`src/rtl/acc_ctrl_pkg.sv`:
```
// Shared types, register map and decode helpers for the acc_ctrl sequencing controller.
package acc_ctrl_pkg;

    typedef enum logic [1:0] {
        IDLE,
        LAUNCH,
        WAIT,
        CAPTURE
    } state_t;

    localparam logic [11:0] CTRL_ADDR   = 12'h000;
    localparam logic [11:0] STATUS_ADDR = 12'h004;
    localparam logic [11:0] A_BASE      = 12'h100;
    localparam logic [11:0] B_BASE      = 12'h200;
    localparam logic [11:0] R_BASE      = 12'h300;

    localparam int CTRL_START_BIT = 0;
    localparam int CTRL_IRQEN_BIT = 1;
    localparam int CTRL_CLR_BIT   = 2;

    localparam int STAT_BUSY_BIT  = 0;
    localparam int STAT_DONE_BIT  = 1;
    localparam int STAT_ERR_BIT   = 2;
    localparam int STAT_IRQEN_BIT = 3;

    // Word-aligned match; the two byte-offset bits never take part in decode.
    function automatic logic isReg(input logic [11:0] addr, input logic [11:0] target);
        return addr[11:2] == target[11:2];
    endfunction

    function automatic logic inArray(input logic [11:0] addr, input logic [11:0] base, input int n);
        return (addr[11:8] == base[11:8]) && (int'(addr[7:2]) < n);
    endfunction

endpackage

```
`src/rtl/acc_ctrl_if.sv`:
```
// Word-addressed register slave bus between the core data port and acc_ctrl.
interface acc_ctrl_if;
    logic        req_i;
    logic        we_i;
    logic [11:0] addr_i;
    logic [31:0] wdata_i;
    logic        gnt_o;
    logic        rvalid_o;
    logic [31:0] rdata_o;

    modport slave (
        input  req_i, we_i, addr_i, wdata_i,
        output gnt_o, rvalid_o, rdata_o
    );

    modport master (
        output req_i, we_i, addr_i, wdata_i,
        input  gnt_o, rvalid_o, rdata_o
    );
endinterface

```
`src/rtl/acc_ctrl_regs.sv`:
```
// Operand (A/B) and result (R) register arrays with the combinational array read mux.
module acc_ctrl_regs
    import acc_ctrl_pkg::*;
#(
    parameter int DAT_SIZE = 8,
    parameter int MAT_SIZE = 2
) (
    input  logic                                     clk,
    input  logic                                     rst,
    input  logic                                     i_wrEn,
    input  logic [11:0]                              i_addr,
    input  logic [DAT_SIZE-1:0]                      i_wdata,
    input  logic                                     i_capture,
    input  logic [MAT_SIZE*MAT_SIZE*32-1:0]          i_accOut,
    output logic [MAT_SIZE*MAT_SIZE*DAT_SIZE-1:0]    o_accA,
    output logic [MAT_SIZE*MAT_SIZE*DAT_SIZE-1:0]    o_accB,
    output logic [31:0]                              o_rdata
);

    localparam int N    = MAT_SIZE * MAT_SIZE;
    localparam int IDXW = (N > 1) ? $clog2(N) : 1;

    logic [DAT_SIZE-1:0] r_matA [N];
    logic [DAT_SIZE-1:0] r_matB [N];
    logic [31:0]         r_matR [N];

    logic [IDXW-1:0] w_idx;
    logic            w_hitA;
    logic            w_hitB;
    logic            w_hitR;

    assign w_idx  = i_addr[2 +: IDXW];
    assign w_hitA = inArray(i_addr, A_BASE, N);
    assign w_hitB = inArray(i_addr, B_BASE, N);
    assign w_hitR = inArray(i_addr, R_BASE, N);

    always_ff @(posedge clk) begin
        if (rst) begin
            for (int k = 0; k < N; k++) begin
                r_matA[k] <= '0;
                r_matB[k] <= '0;
                r_matR[k] <= '0;
            end
        end else begin
            if (i_wrEn && w_hitA) r_matA[w_idx] <= i_wdata;
            if (i_wrEn && w_hitB) r_matB[w_idx] <= i_wdata;
            if (i_capture) begin
                for (int k = 0; k < N; k++) r_matR[k] <= i_accOut[k*32 +: 32];
            end
        end
    end

    // Operand registers feed the accelerator directly; write locking keeps them frozen.
    for (genvar k = 0; k < N; k++) begin : g_pack
        assign o_accA[k*DAT_SIZE +: DAT_SIZE] = r_matA[k];
        assign o_accB[k*DAT_SIZE +: DAT_SIZE] = r_matB[k];
    end

    always_comb begin
        o_rdata = '0;
        if (w_hitA)      o_rdata = 32'(r_matA[w_idx]);
        else if (w_hitB) o_rdata = 32'(r_matB[w_idx]);
        else if (w_hitR) o_rdata = r_matR[w_idx];
    end

endmodule

```
`src/rtl/acc_ctrl.sv`:
```
// Sequencing controller: register slave, launch/wait/capture FSM and completion interrupt.
module acc_ctrl
    import acc_ctrl_pkg::*;
#(
    parameter int DAT_SIZE    = 8,
    parameter int MAT_SIZE    = 2,
    parameter int ACC_LATENCY = 2
) (
    input  logic                                  clk,
    input  logic                                  rst,
    acc_ctrl_if.slave                             bus,
    output logic [MAT_SIZE*MAT_SIZE*DAT_SIZE-1:0] acc_in_a_o,
    output logic [MAT_SIZE*MAT_SIZE*DAT_SIZE-1:0] acc_in_b_o,
    input  logic [MAT_SIZE*MAT_SIZE*32-1:0]       acc_out_i,
    output logic                                  acc_start_o,
    output logic                                  irq_o
);

    localparam int N    = MAT_SIZE * MAT_SIZE;
    localparam int CNTW = (ACC_LATENCY > 1) ? $clog2(ACC_LATENCY) : 1;
    localparam logic [CNTW-1:0] CNT_LOAD = CNTW'(ACC_LATENCY - 1);

    state_t          r_state;
    logic [CNTW-1:0] r_cnt;
    logic            r_accStart;
    logic            r_done;
    logic            r_err;
    logic            r_irqEn;
    logic            r_rvalid;
    logic [31:0]     r_rdata;

    logic        w_busy;
    logic        w_wr;
    logic        w_rd;
    logic        w_ctrlWr;
    logic        w_start;
    logic        w_clr;
    logic        w_opHit;
    logic        w_capture;
    logic [31:0] w_status;
    logic [31:0] w_regsRdata;
    logic [31:0] w_rdMux;
    logic        w_unusedWdata;

    assign w_busy        = (r_state != IDLE);
    assign w_wr          = bus.req_i & bus.we_i;
    assign w_rd          = bus.req_i & ~bus.we_i;
    assign w_ctrlWr      = w_wr & isReg(bus.addr_i, CTRL_ADDR);
    assign w_start       = w_ctrlWr & bus.wdata_i[CTRL_START_BIT];
    assign w_clr         = w_ctrlWr & bus.wdata_i[CTRL_CLR_BIT];
    assign w_opHit       = inArray(bus.addr_i, A_BASE, N) | inArray(bus.addr_i, B_BASE, N);
    assign w_capture     = (r_state == CAPTURE);
    assign w_unusedWdata = ^bus.wdata_i;

    assign bus.gnt_o    = bus.req_i;
    assign bus.rvalid_o = r_rvalid;
    assign bus.rdata_o  = r_rdata;
    assign acc_start_o  = r_accStart;
    assign irq_o        = r_done & r_irqEn;

    acc_ctrl_regs #(
        .DAT_SIZE (DAT_SIZE),
        .MAT_SIZE (MAT_SIZE)
    ) u_regs (
        .clk       (clk),
        .rst       (rst),
        .i_wrEn    (w_wr & ~w_busy),
        .i_addr    (bus.addr_i),
        .i_wdata   (bus.wdata_i[DAT_SIZE-1:0]),
        .i_capture (w_capture),
        .i_accOut  (acc_out_i),
        .o_accA    (acc_in_a_o),
        .o_accB    (acc_in_b_o),
        .o_rdata   (w_regsRdata)
    );

    always_comb begin
        w_status                 = '0;
        w_status[STAT_BUSY_BIT]  = w_busy;
        w_status[STAT_DONE_BIT]  = r_done;
        w_status[STAT_ERR_BIT]   = r_err;
        w_status[STAT_IRQEN_BIT] = r_irqEn;
        w_rdMux = isReg(bus.addr_i, STATUS_ADDR) ? w_status : w_regsRdata;
    end

    always_ff @(posedge clk) begin
        if (rst) begin
            r_rvalid <= 1'b0;
            r_rdata  <= '0;
        end else begin
            r_rvalid <= bus.req_i;
            r_rdata  <= w_rd ? w_rdMux : '0;
        end
    end

    // CLR is handled before START, so a combined write clears the flags and still launches.
    always_ff @(posedge clk) begin
        if (rst) begin
            r_state    <= IDLE;
            r_cnt      <= '0;
            r_accStart <= 1'b0;
            r_done     <= 1'b0;
            r_err      <= 1'b0;
            r_irqEn    <= 1'b0;
        end else begin
            r_accStart <= 1'b0;
            if (w_ctrlWr && bus.wdata_i[CTRL_IRQEN_BIT]) r_irqEn <= 1'b1;
            if (w_clr) begin
                r_done <= 1'b0;
                r_err  <= 1'b0;
            end
            if (w_wr && w_busy && w_opHit) r_err <= 1'b1;
            if (w_start && w_busy)         r_err <= 1'b1;
            case (r_state)
                IDLE: begin
                    if (w_start) begin
                        r_done     <= 1'b0;
                        r_err      <= 1'b0;
                        r_accStart <= 1'b1;
                        r_state    <= LAUNCH;
                    end
                end
                LAUNCH: begin
                    r_cnt   <= CNT_LOAD;
                    r_state <= WAIT;
                end
                WAIT: begin
                    if (r_cnt == '0) r_state <= CAPTURE;
                    else             r_cnt   <= r_cnt - CNTW'(1);
                end
                CAPTURE: begin
                    r_done  <= 1'b1;
                    r_state <= IDLE;
                end
                default: r_state <= IDLE;
            endcase
        end
    end

endmodule
```
`src/flat_wrapper.sv`:
```
// flat-port wrapper written by rule: the top's interface ports become plain ports
module acc_ctrl_flat import acc_ctrl_pkg::*;
#(
    parameter int DAT_SIZE    = 8,
    parameter int MAT_SIZE    = 2,
    parameter int ACC_LATENCY = 2
)
  (clk, rst, acc_in_a_o, acc_in_b_o, acc_out_i, acc_start_o, irq_o, bus_req_i, bus_we_i, bus_addr_i, bus_wdata_i, bus_gnt_o, bus_rvalid_o, bus_rdata_o);
  acc_ctrl_if bus_i ();
  input  logic clk;
  input  logic rst;
  output logic [MAT_SIZE*MAT_SIZE*DAT_SIZE-1:0] acc_in_a_o;
  output logic [MAT_SIZE*MAT_SIZE*DAT_SIZE-1:0] acc_in_b_o;
  input  logic [MAT_SIZE*MAT_SIZE*32-1:0] acc_out_i;
  output logic acc_start_o;
  output logic irq_o;
  input wire logic [$bits(bus_i.req_i)-1:0] bus_req_i;
  input wire logic [$bits(bus_i.we_i)-1:0] bus_we_i;
  input wire logic [$bits(bus_i.addr_i)-1:0] bus_addr_i;
  input wire logic [$bits(bus_i.wdata_i)-1:0] bus_wdata_i;
  output wire logic [$bits(bus_i.gnt_o)-1:0] bus_gnt_o;
  output wire logic [$bits(bus_i.rvalid_o)-1:0] bus_rvalid_o;
  output wire logic [$bits(bus_i.rdata_o)-1:0] bus_rdata_o;
  assign bus_i.req_i = bus_req_i;
  assign bus_i.we_i = bus_we_i;
  assign bus_i.addr_i = bus_addr_i;
  assign bus_i.wdata_i = bus_wdata_i;
  assign bus_gnt_o = bus_i.gnt_o;
  assign bus_rvalid_o = bus_i.rvalid_o;
  assign bus_rdata_o = bus_i.rdata_o;
  acc_ctrl #(.DAT_SIZE(DAT_SIZE), .MAT_SIZE(MAT_SIZE), .ACC_LATENCY(ACC_LATENCY)) u_core (.clk(clk), .rst(rst), .bus(bus_i), .acc_in_a_o(acc_in_a_o), .acc_in_b_o(acc_in_b_o), .acc_out_i(acc_out_i), .acc_start_o(acc_start_o), .irq_o(irq_o));
endmodule
```
`config.mk`:
```
export PLATFORM = sky130hd
export DESIGN_NAME = acc_ctrl_flat
export DESIGN_NICKNAME = d
export VERILOG_FILES = /design/src/rtl/acc_ctrl_pkg.sv /design/src/rtl/acc_ctrl_if.sv /design/src/rtl/acc_ctrl_regs.sv /design/src/rtl/acc_ctrl.sv /design/src/flat_wrapper.sv
export SDC_FILE = /design/constraint.sdc
export NUM_CORES = 1
export LEC_CHECK = 0
export ABC_AREA = 1
export CAP_MARGIN = 20
export CORE_MARGIN = 2
export CORE_UTILIZATION = 65
export DETAILED_ROUTE_END_ITERATION = 16
export DONT_BUFFER_PORTS = 1
export PLACE_DENSITY_LB_ADDON = 0.2
export SYNTH_ARGS = -nofsm -noshare
export SYNTH_HDL_FRONTEND = slang
export SYNTH_HIERARCHICAL = 1
export SYNTH_SLANG_ARGS = --single-unit
export TNS_END_PERCENT = 1
```
`constraint.sdc`:
```
create_clock -name clk -period 5.05 [get_ports clk]
set_input_delay 1.01 -clock clk [delete_from_list [all_inputs] [get_ports clk]]
set_output_delay 1.01 -clock clk [all_outputs]
set_load 0.01 [all_outputs]
```
[After elaboration in Yosys (flattened, before gate mapping)]
Memory sizes are Yosys's and may differ from the RTL's.
Index checks and enable logic that the tools add are counted.
W data, S select, Z words.
Word-level totals
  register bits after elaboration: 40
  RAM bits: 192
  output and inout port bits: 100
  memories kept: 3
Cells by class
  $add $sub $neg: 1
  order comparisons: 1
  equal/unequal tests: 9
  multiplexer cells: 39
  bitwise logic cells: 17
  reduce and logical (&&, ||, !) cells: 20
Memories
  u_core.u_regs.r_matR: words 4, bits a word 32, read ports 1, clocked after Yosys merged registers in 0, write ports 4, RTL line acc_ctrl_regs.sv:25  | logic [31:0] r_matR [N];
  u_core.u_regs.r_matA: words 4, bits a word 8, read ports 5, clocked after Yosys merged registers in 0, write ports 4, RTL line acc_ctrl_regs.sv:23  | logic [DAT_SIZE-1:0] r_matA [N];
  u_core.u_regs.r_matB: words 4, bits a word 8, read ports 5, clocked after Yosys merged registers in 0, write ports 4, RTL line acc_ctrl_regs.sv:24  | logic [DAT_SIZE-1:0] r_matB [N];
Operators with widths (count)
  $mux W32: 4
  $mux W8: 5
  $mux W1: 22
  $reduce_or A8 Y1: 2
  $eq A10 B1 Y1 const B: 1
  $logic_not A10 Y1: 1
  $logic_and A1 B1 Y1: 9
  $eq A4 B2 Y1 const B: 2
  $mux W2: 4
  $pmux W2 S4: 1
  $and A1 B1 Y1: 7
  $lt A6 B3 Y1 const B: 1
  $reduce_or A6 Y1: 1
  $not A1 Y1: 5
  $or A1 B1 Y1: 5
  $eq A2 B2 Y1 const B: 2
  $eq A4 B1 Y1 const B: 1
  $mux W4: 1
  $pmux W1 S2: 2
  $reduce_bool A2 Y1: 2
  $reduce_or A2 Y1: 2
  $reduce_or A3 Y1: 1
  $eq A2 B1 Y1 const B: 1
  $logic_not A2 Y1: 1
  other kinds (4): 4

[Depth between registers and ports, before layout]
  depth in word-level cells: 9
  gate-level depth with buffers: 10
  gate-level depth less buffers: 8

[Hierarchy]
The synthesis kept the hierarchy.
By module, submodules not included
  acc_ctrl_regs: instances 1, cells each 953, area each 9258.9 um^2, seq. area each 5765.5 um^2
  acc_ctrl: instances 1, cells each 174, area each 1486.4 um^2, seq. area each 800.8 um^2

[Worst setup path after synthesis]
OpenSTA, ideal clock, no wires.
  path kind: input to register
  from: input rst
  to: memory u_core.u_regs.r_matR[0][0], enable pin
  library setup time: 0.433 ns
  data arrival time: 2.588 ns
  data required time: 4.617 ns
  path slack: 2.029 ns
  cell stages on the path: 1
  path buffers: 0
  cells stage by stage: or2_2
RTL lines
  from (decl): RTL line flat_wrapper.sv:11  | input logic rst;
  to (decl): RTL line acc_ctrl_regs.sv:25

==> impl_metrics.json <==
{
  "netlist_area_mm2": 0.0107,
  "hold_violations": 0,
  "synth-seq-cells": 232,
  "cts_resized": 0,
  "cp_cell_sequence": "inv_1 > ha_1 > inv_1 > nor2_1 > nand4_4 > o21ai_0",
  "worstSetupPathType": "register to register",
  "timing.fmax_mhz": 329,
  "slew_headroom_pct": 25.4,
  "die_width_um": 133,
  "skew_ns": 0.0206,
  "synth_seq_area_share_pct": 61.1,
  "synth_cells": 1127,
  "grt_max_degree": 121,
  "total_power_mw": 4.23,
  "viasPerCell": 5.60,
  "initial_core_util_pct": 65.7,
  "ys_async_sr_fraction_pct": 0,
  "fp.dieH_um": 133,
  "vias": 7530,
  "drt_wl_total_mm": 24.6,
  "synth_warnings": 6,
  "synth_ff_type": "edfxtp_1",
  "antenna_found_initial": 0,
  "avgSynthCellArea_um2": 9.53,
  "place_congestion": 0.865,
  "synth_edf_count": 192,
  "detail-route-antenna-nets": 0,
  "rsz0062_at_grt": "no",
  "min_path_type": "register to register",
  "diodes": 0,
  "cp_max_fo": 18,
  "cellPowerDensity_mw_per_mm2": 364,
  "die-area_mm2": 0.0176,
  "grt_pass1_vias": 7062,
  "final_max_slew_viol_count": 0,
  "synth_cell_types": 32,
  "setup.worst_path.end_class": "register",
  "nets": 1285,
  "p_leak_nw": 4.89,
  "fin_crit_sh_pct": 60.2,
  "firstDrtPassIters": 7,
  "ioPinCount": 276,
  "vdd_drop_max_mv": 0.351,
  "min_period_ns": 3.04,
  "start_kind": "register",
  "cts_tree": "built",
  "clk_latency_ns": 0.53,
  "drc": 0,
  "cts-buffers-inserted": 25,
  "cp_slowest_cell": "o21ai_0",
  "syn_nets": 1306,
  "num_rows": 47,
  "area_delta_synth_final_pct": 8.16,
  "cpPeakStageDelay_ns": 0.99,
  "grt.overflow.total": 0,
  "setup_violations": 0,
  "arrival_ns": 3.18,
  "cpMostUsedCell": "inv_1",
  "grt_pass1_wl_mm": 38.1,
  "drt-initial-drc-count": 792,
  "numClockSinks": 232,
  "core_mm2": 0.0163,
  "cts_hold_buf": 0,
  "path_clk_slew_ns": 0.06,
  "tightestPinTransition_ns": 1.11,
  "max-clock-path-buffers": 3,
  "postCtsSetupBuffers": 0,
  "cp.required_ns": 5.19,
  "track_usage_pct": 27.8,
  "root_buffer": "clkbuf_16",
  "layout-drive-gt1-share_pct": 10.4,
  "outcome": "complete, no violations",
  "cap_violations": 0,
  "htreeDepth": 1,
  "setup_tns_ns": 0,
  "dpl.hpwl_mm": 15.8,
  "wl_per_cell_um": 18.3,
  "port_buffers": 0
}
final timing paths:
check,from,end,slack [ns],cells past startpoint
max,u_core/r_state[0]$_SDFFE_PP0P_,u_core/u_regs/r_matA[1][3]$_SDFFCE_PN0P_,2.01,6
min,u_core/r_irqEn$_SDFFE_PP0P_,u_core/r_irqEn$_SDFFE_PP0P_,0.48,2
max reg2reg,u_core/r_state[0]$_SDFFE_PP0P_,u_core/u_regs/r_matA[1][3]$_SDFFCE_PN0P_,2.01,6
min reg2reg,u_core/r_irqEn$_SDFFE_PP0P_,u_core/r_irqEn$_SDFFE_PP0P_,0.48,2
power breakdown:
part	total, mW	internal [mW]	switching [mW]
sequential	2.17	2.13	0.0443
clock	1.86	1.13	0.737
combinational	0.197	0.0556	0.142
total	4.23	3.31	0.923
kinds of logic (layout without fill, tap and decap cells):
group | after synthesis | in the layout | synth area share (%)
fa+ha+maj | 3 | 3 | 0.349
simple gates | 451 | 451 | 19.6
flops | 232 | 232 | 61.1
compound gates | 166 | 166 | 8.20
buf+inv | 275 | 273 | 10.7
synth_stat cells, types with 5 or more instances:
cell type	n	area [um^2]
a21oi_1	8	40.0
o22ai_1	30	188
buf_4	5	37.5
nand2_2	6	37.5
nor2_2	8	50.1
nand3_1	14	70.1
nor3_2	26	260
dfxtp_1	40	801
nor3_1	26	130
edfxtp_1	192	5770
buf_6	9	101
inv_1	210	788
nand2_1	65	244
o21ai_0	121	606
nor2_1	290	1090
buf_2	27	135
clkbuf_1	19	71.3
metrics by stage:
step | util, % | cell area [um^2] | setup WS (ns) | hold slack [ns] | cells
after floorplan | - | 10700 | 2.03 | 0.440 | 1127
after global placement | 65.7 | 10700 | 1.58 | 0.461 | 1292
after detailed placement | 65.7 | 10700 | 1.51 | 0.465 | 1292
after CTS | 70.9 | 11600 | 1.85 | 0.475 | 1338
after global routing | 71.1 | 11600 | 1.84 | 0.512 | 1345
final | 71.1 | 11600 | 2.01 | 0.476 | 1345
layout make-up:
class	count	area, um^2
clock inverters	13	150
repair buffers	14	90.1
well taps	220	275
inverters	213	801
clock buffers	33	696
multi-input cells	620	3040
flip-flops and latches	232	6570
fillers	1235	4730
cell usage in the layout (no fill, tap or decap), types with 9 or more instances in the layout:
| cell type | Yosys | routed |
|---|---|---|
| nor3_2 | 26 | 26 |
| o22ai_1 | 30 | 30 |
| dfxtp_1 | 40 | 40 |
| o21ai_0 | 121 | 121 |
| edfxtp_1 | 192 | 192 |
| nand3_1 | 14 | 14 |
| nand2_1 | 65 | 64 |
| nor2_1 | 290 | 289 |
| inv_1 | 210 | 209 |
| nor3_1 | 26 | 26 |
| clkbuf_16 | 0 | 25 |
| clkinv_2 | 0 | 9 |
metal layers:
metal / track usage, % / wire [um] / vias up
met5: 0 / 0 / -
met3: 6.82 / 2350 / 58
met4: 9.86 / 802 / 0
met2: 43.4 / 11400 / 379
li1: - / - / 3572
met1: 38.5 / 10000 / 3521
critical path, delay by kind of cell, from the launching register on:
| family | cells | cell delay, ns |
|---|---|---|
| AO/OA/AOI/OAI | 1 | 0.99 |
| adder cells (fa/ha/maj) | 1 | 0.25 |
| buffers and inverters | 2 | 0.23 |
| flip-flops | 1 | 0.32 |
| AND/OR/NAND/NOR | 2 | 0.88 |
registers in the layout, indices dropped and copies added (netlist names):
signal,count
u_core/acc_start_o,1
u_core/u_regs/r_matB,32
u_core/u_regs/r_matR,128
u_core/r_state,2
u_core/r_done,1
u_core/bus.rdata_o,32
u_core/r_irqEn,1
u_core/r_err,1
u_core/u_regs/r_matA,32
u_core/r_cnt,1
u_core/bus.rvalid_o,1
(Power assumes the default switching activity.)
